===== src/rtl/instruction_fetch_unit.sv =====
// Instruction fetch unit: PC register, direct-mapped one-word-per-line
// instruction cache with combinational lookup, and a two-state refill FSM
// that talks to instruction memory over a simple read/ready handshake.
module instruction_fetch_unit #(
    parameter logic [31:0] RESET_PC    = 32'h0000_0000,
    parameter int unsigned CACHE_LINES = 16
) (
    input  logic        clock,
    input  logic        reset_n,
    input  logic        stall,
    input  logic        branch_taken,
    input  logic [31:0] branch_target,
    output logic        mem_read,
    output logic [31:0] mem_address,
    input  logic        mem_ready,
    input  logic [31:0] mem_data,
    output logic [31:0] instruction,
    output logic [31:0] next_PC,
    output logic        hit
);

    localparam int unsigned IDX_W    = $clog2(CACHE_LINES);
    localparam int unsigned TAG_W    = 30 - IDX_W;
    localparam logic [31:0] PC_RESET = RESET_PC & 32'hFFFF_FFFC;

    typedef enum logic {
        S_IDLE  = 1'b0,
        S_FETCH = 1'b1
    } state_t;

    state_t                   state_q;
    logic [31:0]              pc_q;
    logic [CACHE_LINES-1:0]   valid_q;
    logic [TAG_W-1:0]         tag_q  [CACHE_LINES];
    logic [31:0]              data_q [CACHE_LINES];
    logic                     redirect_pending_q;
    logic [31:0]              redirect_target_q;
    logic                     mem_read_q;

    logic [IDX_W-1:0]         pc_idx;
    logic [TAG_W-1:0]         pc_tag;
    logic                     lookup_hit;
    logic                     fill_en;
    logic [31:0]              target_aligned;

    // Cache lookup on the current PC and derived fetch outputs.
    always_comb begin
        pc_idx         = pc_q[IDX_W+1:2];
        pc_tag         = pc_q[31:IDX_W+2];
        lookup_hit     = valid_q[pc_idx] && (tag_q[pc_idx] == pc_tag);
        fill_en        = (state_q == S_FETCH) && mem_ready;
        target_aligned = branch_target & 32'hFFFF_FFFC;

        hit            = (state_q == S_IDLE) && lookup_hit;
        instruction    = hit ? data_q[pc_idx] : '0;
        next_PC        = pc_q + 32'd4;
        mem_read       = mem_read_q;
        mem_address    = pc_q & 32'hFFFF_FFFC;
    end

    // PC, valid bits, redirect capture and the IDLE/FETCH refill sequencer.
    always_ff @(posedge clock or negedge reset_n) begin
        if (!reset_n) begin
            state_q            <= S_IDLE;
            pc_q               <= PC_RESET;
            valid_q            <= '0;
            redirect_pending_q <= 1'b0;
            redirect_target_q  <= '0;
            mem_read_q         <= 1'b0;
        end else begin
            case (state_q)
                S_IDLE: begin
                    // A redirect wins over both stall and a pending miss:
                    // the missing word is no longer wanted.
                    if (branch_taken) begin
                        pc_q <= target_aligned;
                    end else if (!lookup_hit) begin
                        state_q    <= S_FETCH;
                        mem_read_q <= 1'b1;
                    end else if (!stall) begin
                        pc_q <= pc_q + 32'd4;
                    end
                end
                S_FETCH: begin
                    if (mem_ready) begin
                        valid_q[pc_idx]    <= 1'b1;
                        state_q            <= S_IDLE;
                        mem_read_q         <= 1'b0;
                        redirect_pending_q <= 1'b0;
                        if (branch_taken) begin
                            pc_q <= target_aligned;
                        end else if (redirect_pending_q) begin
                            pc_q <= redirect_target_q;
                        end
                    end else if (branch_taken) begin
                        // Refill runs to completion; latest redirect wins.
                        redirect_pending_q <= 1'b1;
                        redirect_target_q  <= target_aligned;
                    end
                end
                default: begin
                    state_q    <= S_IDLE;
                    mem_read_q <= 1'b0;
                end
            endcase
        end
    end

    // Line data and tag storage; written only when a refill completes.
    always_ff @(posedge clock) begin
        if (fill_en) begin
            data_q[pc_idx] <= mem_data;
            tag_q[pc_idx]  <= pc_tag;
        end
    end

endmodule


===== config.mk =====
export PLATFORM = sky130hd
export DESIGN_NAME = instruction_fetch_unit
export DESIGN_NICKNAME = d
export VERILOG_FILES = /design/src/rtl/instruction_fetch_unit.sv
export SDC_FILE = /design/constraint.sdc
export NUM_CORES = 1
export LEC_CHECK = 0
export CORE_ASPECT_RATIO = 1.75
export CORE_UTILIZATION = 45
export CTS_BUF_LIST = sky130_fd_sc_hd__clkbuf_4
export DETAILED_ROUTE_END_ITERATION = 16
export PLACE_DENSITY_LB_ADDON = 0.05
export SYNTH_ARGS = -nofsm -noshare
export SYNTH_HDL_FRONTEND = slang
export SYNTH_SLANG_ARGS = --single-unit

===== constraint.sdc =====
create_clock -name clock -period 4.8 [get_ports clock]
set_input_delay 0.96 -clock clock [delete_from_list [all_inputs] [get_ports clock]]
set_output_delay 0.96 -clock clock [all_outputs]
set_load 0.01 [all_outputs]

---- Word-level counts from Yosys, hierarchy flattened ----
Memory sizes are Yosys's and may differ from the RTL's.
Index checks and enable logic that the tools add are counted.
cells by class
  $add $sub $neg .......................... 1
  multipliers ............................. 0
  div/mod/pow operators ................... 0
  magnitude comparators ................... 2
  eq/ne operators ......................... 7
  shifts and indexed selects .............. 0
  mux-type cells .......................... 24
  bitwise operators ....................... 3
  reductions and logical operators ........ 10
operators by type and width
  kind                                                   number
  two-way mux 32 bit                                     7
  one-hot mux 32 bit (2 select lines)                    1
  adder 32 x 3 -> 32 bit, second input constant          1
  == test 26 bit                                         1
  bitwise OR 16 bit                                      1
  two-way mux 1 bit                                      12
  inequality test 2 bit, second input constant           3
  inequality test 3 bit, second input constant           2
  AND reduction 3 bit                                    2
  < comparator 4 x 5 -> 1 bit, second input constant     1
  binary-select mux 1 bit (select 4 bit)                 1
  demux 1 bit (select 4 bit)                             1
  >= comparator 4 x 1 -> 1 bit, second input constant    1
  logical AND 1 bit                                      4
  one-hot mux 1 bit (2 select lines)                     2
  AND reduction 2 bit                                    2
  AND reduction 4 bit                                    1
  inequality test 3 x 2 -> 1 bit, second input constant  1
  inverter 1 bit                                         2
  nonzero test 2 bit                                     1
word-level totals
  bits in registers ....................... 81
  latch bits .............................. 0
  bits in writable memories ............... 928
  bits in read-only memories .............. 0
  memories kept ........................... 2
memory list
  memory  words  width  read ports  clocked after memory_dff  write ports  RTL line  source
  data_q  16     32     1           0                         1            35        logic [31:0] data_q [CACHE_LINES];
  tag_q   16     26     1           0                         1            34        logic [TAG_W-1:0] tag_q [CACHE_LINES];

---- Depth between registers and ports, before layout ----
Gate-level depths: netlist (run 1).
  word-level depth ........................ 6
  depth in mapped cells ................... 14
  mapped depth without buffers ............ 10

---- Least setup slack after synthesis (run 1) ----
Ideal clock, no wire load.
  path kind ............................... reg2reg
  from .................................... register pc_q[2]
  to ...................................... memory data_q[10][0] (enable)
  library setup time ...................... 475 ps
  arrival ................................. 4539 ps
  data required time ...................... 4325 ps
  slack ................................... -214 ps
  cell stages (with the launch flop) ...... 11
  clock period less this slack ............ 5014 ps
  cell sequence ........................... dfrtp_1 buf_6 buf_8 buf_6 buf_4 clkbuf_1 buf_1 inv_1 ha_1 nand2_1 nor2_1
RTL lines
  what                    RTL line  source
  start, declared         32        logic [31:0] pc_q;
  start signal, assigned  76        pc_q <= target_aligned;
  start signal, assigned  81        pc_q <= pc_q + 32'd4;
  start signal, assigned  91        pc_q <= target_aligned;
  end, declared           35
No word-level cell before the write port.

---- Worst setup path after layout (run 1) ----
  from .................................... register pc_q[2]
  to ...................................... output instruction[29]
on the way
  cells in the longest elaborated chain, start to end .. 5
  elaborated cells on any way between the ends .. 8
ends and longest elaborated chain
  what                                                                            RTL line  source
  memory (16 x 26 bit) or binary-select mux 1 bit (select 4 bit) (tied branches)  -
  == test 26 bit or two-way mux 1 bit (tied branches)                             50        lookup_hit = valid_q[pc_idx] && (tag_q[pc_idx] == pc_tag);
  logical AND 1 bit                                                               50
  logical AND 1 bit                                                               54        hit = (state_q == S_IDLE) && lookup_hit;
  two-way mux 32 bit (*)                                                          55        instruction = hit ? data_q[pc_idx] : '0;
  end, declared                                                                   17        output logic [31:0] instruction,
Mark *: on every way between the ends. The rest lies on a longest branch, timed or not. The select of a mux whose other input is x is not followed.

==> flow_metrics.env, run 1 <==
export IMPL_outcome="finished, violations left"
export IMPL_failed_checks="negative setup slack"
export IMPL_place_congestion=0.8672
export IMPL_slowest_stage="mux4_2"
export IMPL_vdd_drop_max_mv=0.2171
export IMPL_fmax_mhz=176.2
export IMPL_utilization_pct=54.82
export IMPL_cts_root_buf="clkbuf_4"
export IMPL_fin_crit_ns=5.677
export IMPL_clk_path_buf_depth=3
export IMPL_seq_area_sq_mm=0.02987
export IMPL_power_density_mw_per_mm2=521.4
export IMPL_io_pins=167
export IMPL_instances_no_fill=3897
export IMPL_synth_flop_cell="edfxtp_1"
export IMPL_drc_errors=0
export IMPL_finalMaxSlewViolations=0
export IMPL_multi_input_area_sq_mm=0.01054
export IMPL_wl_um=111000
export IMPL_drtAntennaViolNets=0
export IMPL_layout_drive_gt1_share_pct=37.74
export IMPL_finClkSkew_ns=0.09085
export IMPL_dp_cells=3455
export IMPL_cp_max_fo=7
export IMPL_detailed_place_hpwl_um=63800
export IMPL_yosysUniqueCellTypes=68
export IMPL_vias_per_cell=5.602
export IMPL_synth_seq_area_share_pct=73.60
export IMPL_async_flop_share_pct=7.845
export IMPL_min_period_over_period_pct=118.3
export IMPL_grt_max_degree=60
export IMPL_initial_core_util_pct=45.43
export IMPL_yosysTopAreaCell="edfxtp_1"
export IMPL_crit_arrival_ns=4.72
export IMPL_num_rows=145
export IMPL_whs_ns=0.4666
export IMPL_p_leak_nw=17.03
export IMPL_finalPower_mw=25.52
export IMPL_grt_pass1_wl_um=161600
export IMPL_vias=21830
export IMPL_path_clk_slew_ns=0.08
export IMPL_fin_area_sq_mm=0.04893
export IMPL_yosys_area_top_type_share_pct=68.72
export IMPL_required_ns=3.84
export IMPL_synth_seq_cells=1007
export IMPL_overflow=0
export IMPL_crit_top_cell="buf_12"
export IMPL_hp_class="in2reg"
export IMPL_core_area_sq_mm=0.08926
export IMPL_synth_top_cells_by_count="edfxtp_1 (928), mux4_2 (229), mux2i_1 (132), dfrtp_1 (79), clkbuf_1 (59)"
export IMPL_max_stage_delay_ns=0.50
export IMPL_drt_pass1_iterations=5
export IMPL_drt_initial_drc_count=1459
export IMPL_synth_most_common_cell="edfxtp_1"
export IMPL_setup_violations=33
export IMPL_cts_tree="done"
export IMPL_finalHoldViolCount=0
export IMPL_num_fill_cells=7184
export IMPL_cts_buffers=228
export IMPL_synthToLayoutAreaGrowth_pct=20.68
export IMPL_die_w_um=228.9
export IMPL_wl_per_cell_um=28.49
export IMPL_port_buffers=160
export IMPL_htreeDepth=4
export IMPL_synthTopCellsByArea="edfxtp_1 (69%), mux4_2 (13%), dfrtp_1 (4.9%), mux2i_1 (3.3%), mux2_2 (1.1%)"
export IMPL_yosys_warnings=0
export IMPL_postSynthAreaPerCell_sq_um=20.07
export IMPL_cap_violations=0
export IMPL_antenna_found_initial=5
export IMPL_tightest_slew_ns=1.032
export IMPL_crit_chain="buf_12 > buf_12 > mux4_2 > mux2i_1 > xor2_1 > buf_4 > o2111ai_4 > o32ai_2 > o21ai_2 > nor4_4 > buf_4 > nand2b_4 > buf_12 > clkbuf_16 > nor2b_1 > buf_2"
export IMPL_rsz0062_at_grt="yes"
export IMPL_placed_area_sq_mm=0.04524
export IMPL_synth_edf_count=928
export IMPL_die_h_um=399.1
export IMPL_synth_cells=2020
export IMPL_final_nets=2599
export IMPL_netlist_area_sq_mm=0.04055
export IMPL_die_area_sq_mm=0.09136
export IMPL_clock_latency_ns=1.13
export IMPL_start_kind="flop"
export IMPL_endpoint_kind="output pin"
export IMPL_max_slew_margin_rel_pct=31.22
export IMPL_grt_use_total_pct=24.89
export IMPL_setup_ws_ns=-0.8768
export IMPL_setup_worst_path_class="reg2out"
export IMPL_grt_pass1_vias=23700
export IMPL_clock_sinks=1007
[routing by layer]
layer / up-vias / global-route usage (%) / share of wire, %
met5: - / 0 / 0.0099
li1: 9441 / - / -
met3: 187 / 4.967 / 4.6
met4: 2 / 10.87 / 3.8
met1: 11520 / 29.25 / 38
met2: 677 / 44.17 / 53
[flip-flops by register name, indices dropped and copies added, names as in the netlist]
signal and count:
valid_q 16, tag_q 416, pc_q 30, data_q 512, redirect_pending_q 1, mem_read 1
state_q 1, redirect_target_q 30
[critical path, delay by kind of cell (launching register included)]
family                    cells  cell delay [ns]
AOI/OAI and AO/OA             3             0.53
xor gates and xnor gates      1             0.26
buffers and inverters         7             1.18
DFF                           1             0.44
muxes                         2             0.71
and+or+nand+nor               3             0.44
[layout make-up]
type,instances,area share [%]
antenna,5,0.02557
sequential,1007,61.04
inverter,20,0.1560
tap,1176,3.007
clock buffer,344,5.277
clock inverter,76,0.8719
timing repair buffer,393,8.080
multi-input combinational,876,21.55
[where the power goes]
group | switching, mW | internal [mW]
Combinational | 4.20 | 3.60
Clock | 3.37 | 3.49
Sequential | 0.370 | 10.5
[placed cells by master, fill, tap and decap left out, types with 15 or more instances in the layout]
master           Yosys  routed
clkbuf_4             0     344
edfxtp_1           928     928
nor2_4               0      16
buf_4                7     169
xor2_1              18      17
o21ai_0             22      22
buf_6               11      20
buf_12               4      44
nand3_1             30      27
nor2_1              54      37
clkinv_1             2      55
mux2_2              41      41
dfrtp_1             79      70
a22oi_1             22      18
nor2b_1             37      23
mux4_2             229     229
buf_2               16      25
inv_1               17      16
nand2_1             53      52
xnor2_1             35      27
clkdlybuf4s50_1      0     115
a21oi_1             27      26
mux2i_1            132     127
or2_2               15      15
[metrics by stage]
step | TNS [ns] | setup slack, ns
after CTS | -32.54 | -1.014
after floorplan | -96.87 | -0.2142
after detailed placement | -23.88 | -0.7869
after global routing | -35.97 | -1.130
after global placement | -21.76 | -0.6969
final | -27.66 | -0.8768
[logic make-up after synthesis]
| logic type | synth area share [%] |
|---|---|
| other | 0.009248 |
| muxes | 17.51 |
| buffers and inverters | 1.802 |
| AOI/OAI and AO/OA | 2.475 |
| DFF | 73.60 |
| adders and majority gates | 0.1234 |
| and+or+nand+nor | 3.336 |
| xor gates and xnor gates | 1.145 |
[timing repair]
item | in CTS | in global routing
hold buffers | 1 | 0
setup endpoints to repair | 54 | 48
setup buffers | 18 | 4
cloned | 2 | 1
resized for setup | 237 | 39
hold endpoints to repair | 56 | 0
pin swaps | 22 | 11
[worst paths after layout]
path | start | to | slack [ns] | cells after the start
setup reg to reg | pc_q[2] | pc_q[11] | 0.78 | 16
hold reg to reg | valid_q[14] | valid_q[14] | 0.47 | 2
hold / removal | branch_taken | redirect_pending_q | 0.47 | 3
min in group asynchronous | reset_n | redirect_target_q[16] | 0.48 | 2
max in group asynchronous | reset_n | valid_q[5] | 3.32 | 3
setup / recovery | pc_q[2] | instruction[29] | -0.88 | 16
No activity file was read; power rests on OpenSTA's default activity.
==> run 2, diff against run 1 <==
SKIP_CTS_REPAIR_TIMING = 1   (was not set)
==> run 2 against run 1 <==
Compared with the run above:
- the run still ends with negative setup slack left
- die area unchanged
- global-route usage decreased by 0.18 points
- core utilization fell by 0.12 points
- highest routed layer unchanged
==> flow_metrics.env, run 2 (synthesis gave the netlist of run 1 again) <==
export IMPL_detailed_place_hpwl_um=63800
export IMPL_min_path_cells=3
export IMPL_slowest_stage="dfrtp_4"
export IMPL_pre_cts_ws_ns=-0.7869
export IMPL_failed_checks="negative setup slack"
export IMPL_clock_sinks=1007
export IMPL_grt_pass1_vias=23600
export IMPL_core_area_sq_mm=0.08926
export IMPL_finalPower_mw=25.37
export IMPL_tightest_slew_ns=0.9216
export IMPL_num_rows=145
export IMPL_hp_class="in2reg"
export IMPL_grt_pass1_wl_um=160600
export IMPL_worst_path_buf_inv=7
export IMPL_top_regs="data_q: 512 flops, tag_q: 416 flops"
export IMPL_io_pins=167
export IMPL_critPathTopFamily="simple AND/OR/NAND/NOR gates"
export IMPL_die_area_sq_mm=0.09136
export IMPL_setup_ws_ns=-1.004
export IMPL_max_slew_margin_rel_pct=38.56
export IMPL_cap_violations=0
export IMPL_outcome="finished, violations left"
export IMPL_fin_crit_ns=5.804
export IMPL_vias=21870
export IMPL_fmax_mhz=172.3
export IMPL_cts_root_buf="clkbuf_4"
export IMPL_port_buffers=160
export IMPL_setup_violations=34
export IMPL_finClkSkew_ns=0.07721
export IMPL_r2r_slack_ns=0.80
export IMPL_required_ns=3.84
export IMPL_p_leak_nw=17.04
export IMPL_start_kind="flop"
export IMPL_place_congestion=0.8672
export IMPL_grt_use_total_pct=24.71
export IMPL_min_period_over_period_pct=120.9
export IMPL_setup_worst_path_class="reg2out"
export IMPL_wl_um=111200
export IMPL_max_stage_delay_ns=0.48
export IMPL_rsz0062_at_grt="yes"
export IMPL_clk_path_buf_depth=3
export IMPL_drt_pass1_iterations=5
export IMPL_vias_per_cell=5.616
export IMPL_largest_reg_flops=512
export IMPL_path_depth=16
export IMPL_fin_area_sq_mm=0.04882
export IMPL_drtAntennaViolNets=0
export IMPL_antenna_found_initial=5
export IMPL_initial_core_util_pct=45.43
export IMPL_final_common_cell="edfxtp_1"
export IMPL_overflow=0
export IMPL_crit_top_cell="buf_12"
export IMPL_synthToLayoutAreaGrowth_pct=20.40
export IMPL_layout_common_cells="edfxtp_1 (928), clkbuf_4 (344), mux4_2 (229), buf_4 (172), mux2i_1 (128)"
export IMPL_wl_per_cell_um=28.55
export IMPL_power_density_mw_per_mm2=519.5
export IMPL_vdd_drop_max_mv=0.2173
export IMPL_num_fill_cells=7225
export IMPL_crit_start="pc_q[4]"
export IMPL_r2r_end="pc_q[11]"
export IMPL_layout_drive_gt1_share_pct=37.36
export IMPL_drt_initial_drc_count=1481
export IMPL_path_clk_slew_ns=0.07
export IMPL_finalMaxSlewViolations=0
export IMPL_utilization_pct=54.70
export IMPL_die_h_um=399.1
export IMPL_crit_end="instruction[9]"
export IMPL_die_w_um=228.9
export IMPL_final_nets=2597
export IMPL_reg2reg_from="pc_q[2]"
export IMPL_htreeDepth=4
export IMPL_crit_chain="buf_12 > nor2b_1 > buf_12 > a22o_1 > o211a_1 > a21oi_1 > nor4_1 > o211ai_1 > buf_4 > nor4_4 > buf_4 > nand2b_4 > buf_12 > clkbuf_16 > nor2b_1 > buf_2"
export IMPL_reg2reg_depth=15
export IMPL_cts_tree="done"
export IMPL_finalHoldViolCount=0
export IMPL_endpoint_kind="output pin"
export IMPL_crit_arrival_ns=4.84
export IMPL_drc_errors=0
export IMPL_grt_max_degree=60
export IMPL_cts_buffers=228
export IMPL_cp_max_fo=10
export IMPL_clock_latency_ns=1.13
export IMPL_placed_area_sq_mm=0.04524
export IMPL_regMostFlops="data_q"
==> run 2: cell count changes in the layout (fill, tap and decap cells not counted), moves of 3 or more <==
| cell | change |
|---|---|
| mux2i_4 | -3 |
| nor2b_1 | -4 |
| dlymetal6s2s_1 | +4 |
| buf_6 | +3 |
| buf_4 | +3 |
| nor2b_4 | +4 |
| buf_2 | -6 |
| dlygate4sd2_1 | -4 |
==> run 2: per-stage QoR <==
step	cells	TNS (ns)	hold slack [ns]
finish	3895	-31.72	0.4399
detailed placement	3455	-23.88	0.4486
floorplan	2023	-96.87	0.4276
global route	3895	-40.07	0.3311
global placement	3455	-21.76	0.4452
CTS	3875	-73.65	-0.1932
==> run 2: cell type report <==
cell class | instances | area, sq um | share of cell area [%]
multi-input combinational | 876 | 10440 | 21.39
antenna | 5 | 12.51 | 0.02563
timing repair buffer | 391 | 3940 | 8.070
sequential | 1007 | 29870 | 61.17
clock buffer | 344 | 2582 | 5.289
inverter | 20 | 81.33 | 0.1666
clock inverter | 76 | 426.7 | 0.8739
tap | 1176 | 1471 | 3.014
==> run 2: worst min-delay path by stage <==
stage                                       end  slack (ns)        startpoint
final                        redirect_pending_q        0.44      branch_taken
after global routing       redirect_target_q[2]        0.33  branch_target[2]
after CTS                 redirect_target_q[16]       -0.19           reset_n
after detailed placement            valid_q[14]        0.45       valid_q[14]
after global placement              valid_q[13]        0.45       valid_q[13]
after floorplan                     valid_q[14]        0.43       valid_q[14]
==> run 2: routing by layer <==
metal / track usage [%] / part of all wire, % / vias to the layer above
met5: 0 / 0.0099 / -
met2: 43.61 / 53 / 671
met4: 11.01 / 4.1 / 2
met3: 5.038 / 4.9 / 192
met1: 29.10 / 38 / 11560
li1: - / - / 9449
==> run 2: worst reg2reg max path, cell delays in order, from the launching register on <==
cell	delay, ns
dfrtp_4	0.49
buf_12	0.16
buf_6	0.16
buf_16	0.16
mux2i_1	0.14
a22o_1	0.28
o211a_1	0.23
a21oi_1	0.64
nor4_1	0.14
o211ai_1	0.20
buf_4	0.20
buf_4	0.14
nor4_4	0.05
o21ai_4	0.21
buf_12	0.25
mux2_2	0.39
==> run 2: power by group <==
group | internal [mW] | switching (mW)
logic | 3.52 | 4.12
registers | 10.5 | 0.366
clock network | 3.49 | 3.37
